**config.mk**
```make
export PLATFORM = sky130hd
export DESIGN_NAME = multicycle_controller
export DESIGN_NICKNAME = d
export VERILOG_FILES = /design/src/rtl/rv_ctrl_pkg.sv /design/src/rtl/mc_wait_timer.sv /design/src/rtl/multicycle_controller.sv
export SDC_FILE = /design/constraint.sdc
export NUM_CORES = 1
export LEC_CHECK = 0
export BUFFER_PORTS_ARGS = -buffer_cell sky130_fd_sc_hd__buf_2
export CORE_ASPECT_RATIO = 1.2
export CORE_MARGIN = 2
export CORE_UTILIZATION = 50
export CTS_CLUSTER_DIAMETER = 60
export DETAILED_ROUTE_END_ITERATION = 7
export PLACE_DENSITY = 0.87
export SYNTH_ARGS = -nofsm -noshare
export SYNTH_HDL_FRONTEND = slang
export SYNTH_SLANG_ARGS = --single-unit
```
**constraint.sdc**
```tcl
create_clock -name clk -period 1.55 [get_ports clk]
set_input_delay 0.155 -clock clk [delete_from_list [all_inputs] [get_ports clk]]
set_output_delay 0.155 -clock clk [all_outputs]
set_load 0.005 [all_outputs]
```
**src/rtl/rv_ctrl_pkg.sv**
```systemverilog
// rtl/rv_ctrl_pkg.sv - opcodes, FSM states and datapath select encodings for the multi-cycle RV32I controller.
// MC_CTRL_JAL_EN adds the JAL state and the J-type immediate encoding.
package rv_ctrl_pkg;

  localparam logic [6:0] OP_LOAD   = 7'b0000011;
  localparam logic [6:0] OP_STORE  = 7'b0100011;
  localparam logic [6:0] OP_RTYPE  = 7'b0110011;
  localparam logic [6:0] OP_ITYPE  = 7'b0010011;
  localparam logic [6:0] OP_BRANCH = 7'b1100011;
  localparam logic [6:0] OP_JAL    = 7'b1101111;

  typedef enum logic [3:0] {
    S_FETCH,
    S_DECODE,
    S_MEMADR,
    S_MEMREAD,
    S_MEMWB,
    S_MEMWRITE,
    S_EXECUTER,
    S_EXECUTEI,
    S_ALUWB,
    S_BEQ,
`ifdef MC_CTRL_JAL_EN
    S_JAL,
`endif
    S_TRAP
  } state_t;

  localparam logic [1:0] ALU_ADD   = 2'b00;
  localparam logic [1:0] ALU_SUB   = 2'b01;
  localparam logic [1:0] ALU_FUNCT = 2'b10;

  localparam logic [1:0] IMM_I = 2'b00;
  localparam logic [1:0] IMM_S = 2'b01;
  localparam logic [1:0] IMM_B = 2'b10;
`ifdef MC_CTRL_JAL_EN
  localparam logic [1:0] IMM_J = 2'b11;
`endif

  localparam logic [1:0] RES_ALUOUT    = 2'b00;
  localparam logic [1:0] RES_DATA      = 2'b01;
  localparam logic [1:0] RES_ALURESULT = 2'b10;

  localparam logic [1:0] SRCA_PC    = 2'b00;
  localparam logic [1:0] SRCA_OLDPC = 2'b01;
  localparam logic [1:0] SRCA_RS1   = 2'b10;

  localparam logic [1:0] SRCB_RS2  = 2'b00;
  localparam logic [1:0] SRCB_IMM  = 2'b01;
  localparam logic [1:0] SRCB_FOUR = 2'b10;

  // States that own the shared memory port and wait on mem_ready.
  function automatic logic is_mem_state(input state_t s);
    return (s == S_FETCH) || (s == S_MEMREAD) || (s == S_MEMWRITE);
  endfunction

endpackage

```
**src/rtl/mc_wait_timer.sv**
```systemverilog
// rtl/mc_wait_timer.sv - saturating wait-cycle counter; expired flags the cycle that would reach LIMIT.
module mc_wait_timer #(
  parameter int LIMIT = 15,
  parameter int W     = 4
) (
  input  logic clk,
  input  logic rst_n,
  input  logic clr,
  input  logic en,
  output logic expired
);

  localparam logic [W-1:0] LAST = (LIMIT > 0) ? W'(LIMIT - 1) : '0;

  logic [W-1:0] cnt;

  always_ff @(posedge clk or negedge rst_n) begin
    if (!rst_n) begin
      cnt <= '0;
    end else if (clr) begin
      cnt <= '0;
    end else if (en && (cnt != LAST)) begin
      cnt <= cnt + 1'b1;
    end
  end

  // cnt counts earlier wait cycles, so this wait cycle is the LIMIT-th one.
  assign expired = (LIMIT > 0) && en && (cnt == LAST);

endmodule

```
**src/rtl/multicycle_controller.sv**
```systemverilog
// rtl/multicycle_controller.sv - multi-cycle RV32I control FSM with shared memory port and trap handling.
// Optional JAL support is built when MC_CTRL_JAL_EN is defined.
module multicycle_controller
  import rv_ctrl_pkg::*;
#(
  parameter int MEM_TIMEOUT = 15,
  parameter int TMO_W       = (MEM_TIMEOUT < 1) ? 1 : $clog2(MEM_TIMEOUT + 1)
) (
  input  logic       clk,
  input  logic       rst_n,
  input  logic [6:0] op,
  input  logic       Zero,
  input  logic       mem_ready,
  output logic       mem_req,
  output logic       AdrSrc,
  output logic       MemWrite,
  output logic       IRWrite,
  output logic       PCWrite,
  output logic       RegWrite,
  output logic [1:0] ResultSrc,
  output logic [1:0] ALUSrcA,
  output logic [1:0] ALUSrcB,
  output logic [1:0] ALUOP,
  output logic [1:0] ImmSrc,
  output logic       Illegal,
  output logic       BusErr
);

  state_t     state;
  state_t     state_next;
  logic       run;
  logic       illegal_q;
  logic       buserr_q;
  logic       set_ill;
  logic       set_bus;
  logic       mem_state;
  logic       tmo_expired;
  logic       pc_update;
  logic       branch;

  logic       c_mem_req;
  logic       c_adr_src;
  logic       c_mem_write;
  logic       c_ir_write;
  logic       c_pc_write;
  logic       c_reg_write;
  logic [1:0] c_result_src;
  logic [1:0] c_alu_src_a;
  logic [1:0] c_alu_src_b;
  logic [1:0] c_alu_op;
  logic [1:0] c_imm_src;

  assign mem_state = is_mem_state(state);

  mc_wait_timer #(
    .LIMIT (MEM_TIMEOUT),
    .W     (TMO_W)
  ) u_wait_timer (
    .clk     (clk),
    .rst_n   (rst_n),
    .clr     (!run || !mem_state || mem_ready),
    .en      (run && mem_state && !mem_ready),
    .expired (tmo_expired)
  );

  // run rises on the first edge after reset release; until then the FSM holds and outputs stay 0.
  always_ff @(posedge clk or negedge rst_n) begin
    if (!rst_n) begin
      state     <= S_FETCH;
      run       <= 1'b0;
      illegal_q <= 1'b0;
      buserr_q  <= 1'b0;
    end else begin
      run <= 1'b1;
      if (run) begin
        state <= state_next;
        if (set_ill) illegal_q <= 1'b1;
        if (set_bus) buserr_q  <= 1'b1;
      end
    end
  end

  always_comb begin
    state_next   = state;
    set_ill      = 1'b0;
    set_bus      = 1'b0;
    pc_update    = 1'b0;
    branch       = 1'b0;
    c_mem_req    = 1'b0;
    c_adr_src    = 1'b0;
    c_mem_write  = 1'b0;
    c_ir_write   = 1'b0;
    c_reg_write  = 1'b0;
    c_result_src = RES_ALUOUT;
    c_alu_src_a  = SRCA_PC;
    c_alu_src_b  = SRCB_RS2;
    c_alu_op     = ALU_ADD;
    c_imm_src    = IMM_I;

    case (state)
      S_FETCH: begin
        c_mem_req    = 1'b1;
        c_alu_src_b  = SRCB_FOUR;
        c_result_src = RES_ALURESULT;
        c_ir_write   = mem_ready;
        pc_update    = mem_ready;
        if (mem_ready) state_next = S_DECODE;
      end
      S_DECODE: begin
        c_alu_src_a = SRCA_OLDPC;
        c_alu_src_b = SRCB_IMM;
        c_imm_src   = IMM_B;
        case (op)
          OP_LOAD, OP_STORE: state_next = S_MEMADR;
          OP_RTYPE:          state_next = S_EXECUTER;
          OP_ITYPE:          state_next = S_EXECUTEI;
          OP_BRANCH:         state_next = S_BEQ;
`ifdef MC_CTRL_JAL_EN
          OP_JAL:            state_next = S_JAL;
`else
          OP_JAL: begin
            state_next = S_TRAP;
            set_ill    = 1'b1;
          end
`endif
          default: begin
            state_next = S_TRAP;
            set_ill    = 1'b1;
          end
        endcase
      end
      S_MEMADR: begin
        c_alu_src_a = SRCA_RS1;
        c_alu_src_b = SRCB_IMM;
        if (op == OP_STORE) begin
          c_imm_src  = IMM_S;
          state_next = S_MEMWRITE;
        end else begin
          state_next = S_MEMREAD;
        end
      end
      S_MEMREAD: begin
        c_mem_req = 1'b1;
        c_adr_src = 1'b1;
        if (mem_ready) state_next = S_MEMWB;
      end
      S_MEMWB: begin
        c_result_src = RES_DATA;
        c_reg_write  = 1'b1;
        state_next   = S_FETCH;
      end
      S_MEMWRITE: begin
        c_mem_req   = 1'b1;
        c_adr_src   = 1'b1;
        c_mem_write = 1'b1;
        if (mem_ready) state_next = S_FETCH;
      end
      S_EXECUTER: begin
        c_alu_src_a = SRCA_RS1;
        c_alu_op    = ALU_FUNCT;
        state_next  = S_ALUWB;
      end
      S_EXECUTEI: begin
        c_alu_src_a = SRCA_RS1;
        c_alu_src_b = SRCB_IMM;
        c_alu_op    = ALU_FUNCT;
        state_next  = S_ALUWB;
      end
      S_ALUWB: begin
        c_reg_write = 1'b1;
        state_next  = S_FETCH;
      end
      S_BEQ: begin
        c_alu_src_a = SRCA_RS1;
        c_alu_op    = ALU_SUB;
        branch      = 1'b1;
        state_next  = S_FETCH;
      end
`ifdef MC_CTRL_JAL_EN
      S_JAL: begin
        c_alu_src_a = SRCA_OLDPC;
        c_alu_src_b = SRCB_FOUR;
        c_imm_src   = IMM_J;
        pc_update   = 1'b1;
        state_next  = S_ALUWB;
      end
`endif
      S_TRAP: state_next = S_TRAP;
      default: state_next = S_TRAP;
    endcase

    // A completing access always beats the timeout.
    if (mem_state && !mem_ready && tmo_expired) begin
      state_next = S_TRAP;
      set_bus    = 1'b1;
    end

    c_pc_write = pc_update | (branch & Zero);
  end

  assign mem_req   = run & c_mem_req;
  assign AdrSrc    = run & c_adr_src;
  assign MemWrite  = run & c_mem_write;
  assign IRWrite   = run & c_ir_write;
  assign PCWrite   = run & c_pc_write;
  assign RegWrite  = run & c_reg_write;
  assign ResultSrc = run ? c_result_src : 2'b00;
  assign ALUSrcA   = run ? c_alu_src_a  : 2'b00;
  assign ALUSrcB   = run ? c_alu_src_b  : 2'b00;
  assign ALUOP     = run ? c_alu_op     : 2'b00;
  assign ImmSrc    = run ? c_imm_src    : 2'b00;
  assign Illegal   = illegal_q;
  assign BusErr    = buserr_q;

endmodule

```
==> metrics.cfg <==
[cells_and_area]
n_fill_cell = 80
syn_to_final_growth_pct = 58.3
antennaDiodeCount = 0
final_common_cell = buf_2
design_area_um2 = 1450
nNetsFinal = 169
layout-drive-gt1-share = 0.587
layout_common_cells = buf_2, buf_4, nor2_1, buf_6

[drt]
drt-total-wl_mm = 3.20
postRouteAntennaNets = 0
avgRoutedWirePerCell_um = 18.5
firstDrtPassIters = 4
via_per_inst = 6.27
drc = 0
vias = 1084
drt_iter0_markers = 28

[sta]
rsz0062_at_grt = true
finalClockSkew_ps = 3.11
tns_ps = -627
min_period_ps = 1670
layout_setup_ws_ps = -120
finalHoldViolCount = 0
whs_ps = 283
slew_violations = 0
fmax_mhz = 599
finalCritPeriodShare = 1.08
setup_viol_count_final = 12

[min_path]
hp-class = in2async

[setup_path]
crit_type = reg2out
critPathCaptureType = output port
crit_buf_inv = 2
worst_ep_required_time_ps = 1390
slowest_delay_ps = 460
start_kind = register
path_cells = buf_6, xnor2_4, nor4b_2, buf_2
cp.arrival_ps = 1520
critPathTopFamily = flip-flops
r2r_slack_ps = -60
path_max_fanout = 6
crit_path_top_delay_cell = dfrtp_2

[place]
io_buffers = 28
place.gp.congestion = 0.874
placed_area_um2 = 1100
place_hpwl_mm = 1.77

[yosys]
synth_seq_cells = 11
synth-compound-area-share = 0.215
avgSynthCellArea_um2 = 8.71
synthCells = 105
async_flop_share = 1.00
synth_edf_count = 0
syn-num-nets = 118
synthSimpleGateAreaFrac = 0.309
yosysWarnings = 0
synth-xor-area-share = 0.0684
muxShareOfSynthArea = 0.0109
ys_seq_area_frac = 0.301
syn_area_um2 = 915
yosysUniqueCellTypes = 49
synth_top_family_by_area = simple AND/OR/NAND/NOR gates
synth_adder_area_share = 0.0274
synthFlopType = dfrtp_1

[floorplan]
die_x_um = 43.0
die_y_um = 50.9
start_util = 0.544
ios = 29
dieArea_um2 = 2190
core_um2 = 1680
rows = 16

[outcome]
status = complete, but fails checks
violations = negative setup slack

[clocking]
clockBufferDepth = 2
numCtsBuffers = 3
clkTransAtPathRegs_ps = 70
clock-sinks = 11
htree_levels = 1
cts_root_buf = clkbuf_4
worstSkewPairLatency_ps = 280
cts_tree = built

[power]
clkPwrFrac = 0.093
power_frac_seq = 0.213
ir_worst_vdd_v = 0.000892
swShare = 0.438
power_frac_comb = 0.694
p_switching_w = 0.000942
cellPowerDensity_nw_per_um2 = 1490
power.total_w = 0.00215
p_leak_nw = 0.667
intPower_w = 0.00121

[grt]
grt_use_total = 0.294
grt_pass1_vias = 1034
grt_pass1_wl_mm = 4.79
antenna_found_initial = 0
grt_overflow = 0
grt_max_degree = 12

[flow_run]
drv_cap = 0

-- cells in the mapped netlist, drive strengths merged (2+ instances only) --
master  instances  area (µm²)
ha              2        25.0
xnor2           5        62.6
nand2b          2        12.5
o22ai           2        12.5
buf             6        36.3
inv             5        18.8
nor2           13        48.8
nor4b           2        17.5
a22oi           3        32.5
a21oi           2        10.0
nor2b           2        12.5
a21o            2        16.3
nand2           9        33.8
dfrtp          11         275
and3            3        18.8
or2             2        12.5
nor3            6        30.0
nand3           3        15.0
-- per-stage QoR --
step	setup slack, ps	std cells	util
floorplan	82.0	105	-
global placement	33.6	152	0.653
detailed placement	-9.80	152	0.653
CTS	-42.4	168	0.778
global route	-130	173	0.861
finish	-120	173	0.861
-- power groups by stage --
stage	Sequential [W]	Clock, W	Combinational (W)
finish	0.000457	0.000200	0.00149
global route	0.000466	0.000224	0.00156
CTS	0.000452	0.000209	0.00113
detailed placement	0.000464	0	0.000804
global placement	0.000461	0	0.000773
floorplan	0.000375	0	0.000637
-- flip-flops by register name, summed over array words and instances, names as in the netlist --
signal	cells
u_wait_timer.cnt	4
BusErr	1
Illegal	1
run	1
state	4
-- cells by family after synthesis --
kind of cell               after synthesis
and+or+nand+nor                         50
AOI/OAI and AO/OA                       23
buffers and inverters                   12
DFF                                     11
xor gates and xnor gates                 5
adders and majority gates                2
other                                    1
muxes                                    1
-- what timing repair did --
action	CTS	global route
gates resized for setup	26	19
setup endpoints to repair	16	17
hold buffers	1	0
pin swaps	8	19
setup buffers	10	5
hold endpoints to repair	11	0
cloned	1	0
-- routing by layer --
metal,share of wire,global-route usage
met3,0.054,0.0389
met1,0.34,0.313
met4,0.068,0.197
met2,0.53,0.530
met5,0,0
-- worst register-to-register path: cells and delay by family, from the launching register on --
kind	cells	cell delay, ps
buffers and inverters	2	280
muxes	1	150
xor gates and xnor gates	1	160
DFF	1	460
AOI/OAI and AO/OA	2	490
-- final timing paths --
| kind | start | end | depth (start not counted) |
|---|---|---|---|
| hold / removal | rst_n | u_wait_timer.cnt[0] | 2 |
| max in group asynchronous | rst_n | state[0] | 2 |
| setup / recovery | state[2] | RegWrite | 4 |
| min in group clk | op[6] | Illegal | 3 |
| hold reg to reg | Illegal | Illegal | 1 |
| setup reg to reg | state[2] | state[0] | 6 |
-- layout make-up --
| class | count | area (µm²) | area share |
|---|---|---|---|
| Inverter | 5 | 18.8 | 0.0130 |
| Tap cell | 18 | 22.5 | 0.0156 |
| Clock buffer | 4 | 26.3 | 0.0182 |
| Multi-Input combinational cell | 82 | 732 | 0.506 |
| Timing Repair Buffer | 53 | 367 | 0.253 |
| Sequential cell | 11 | 282 | 0.194 |
Power figures use the tool's default switching activity.
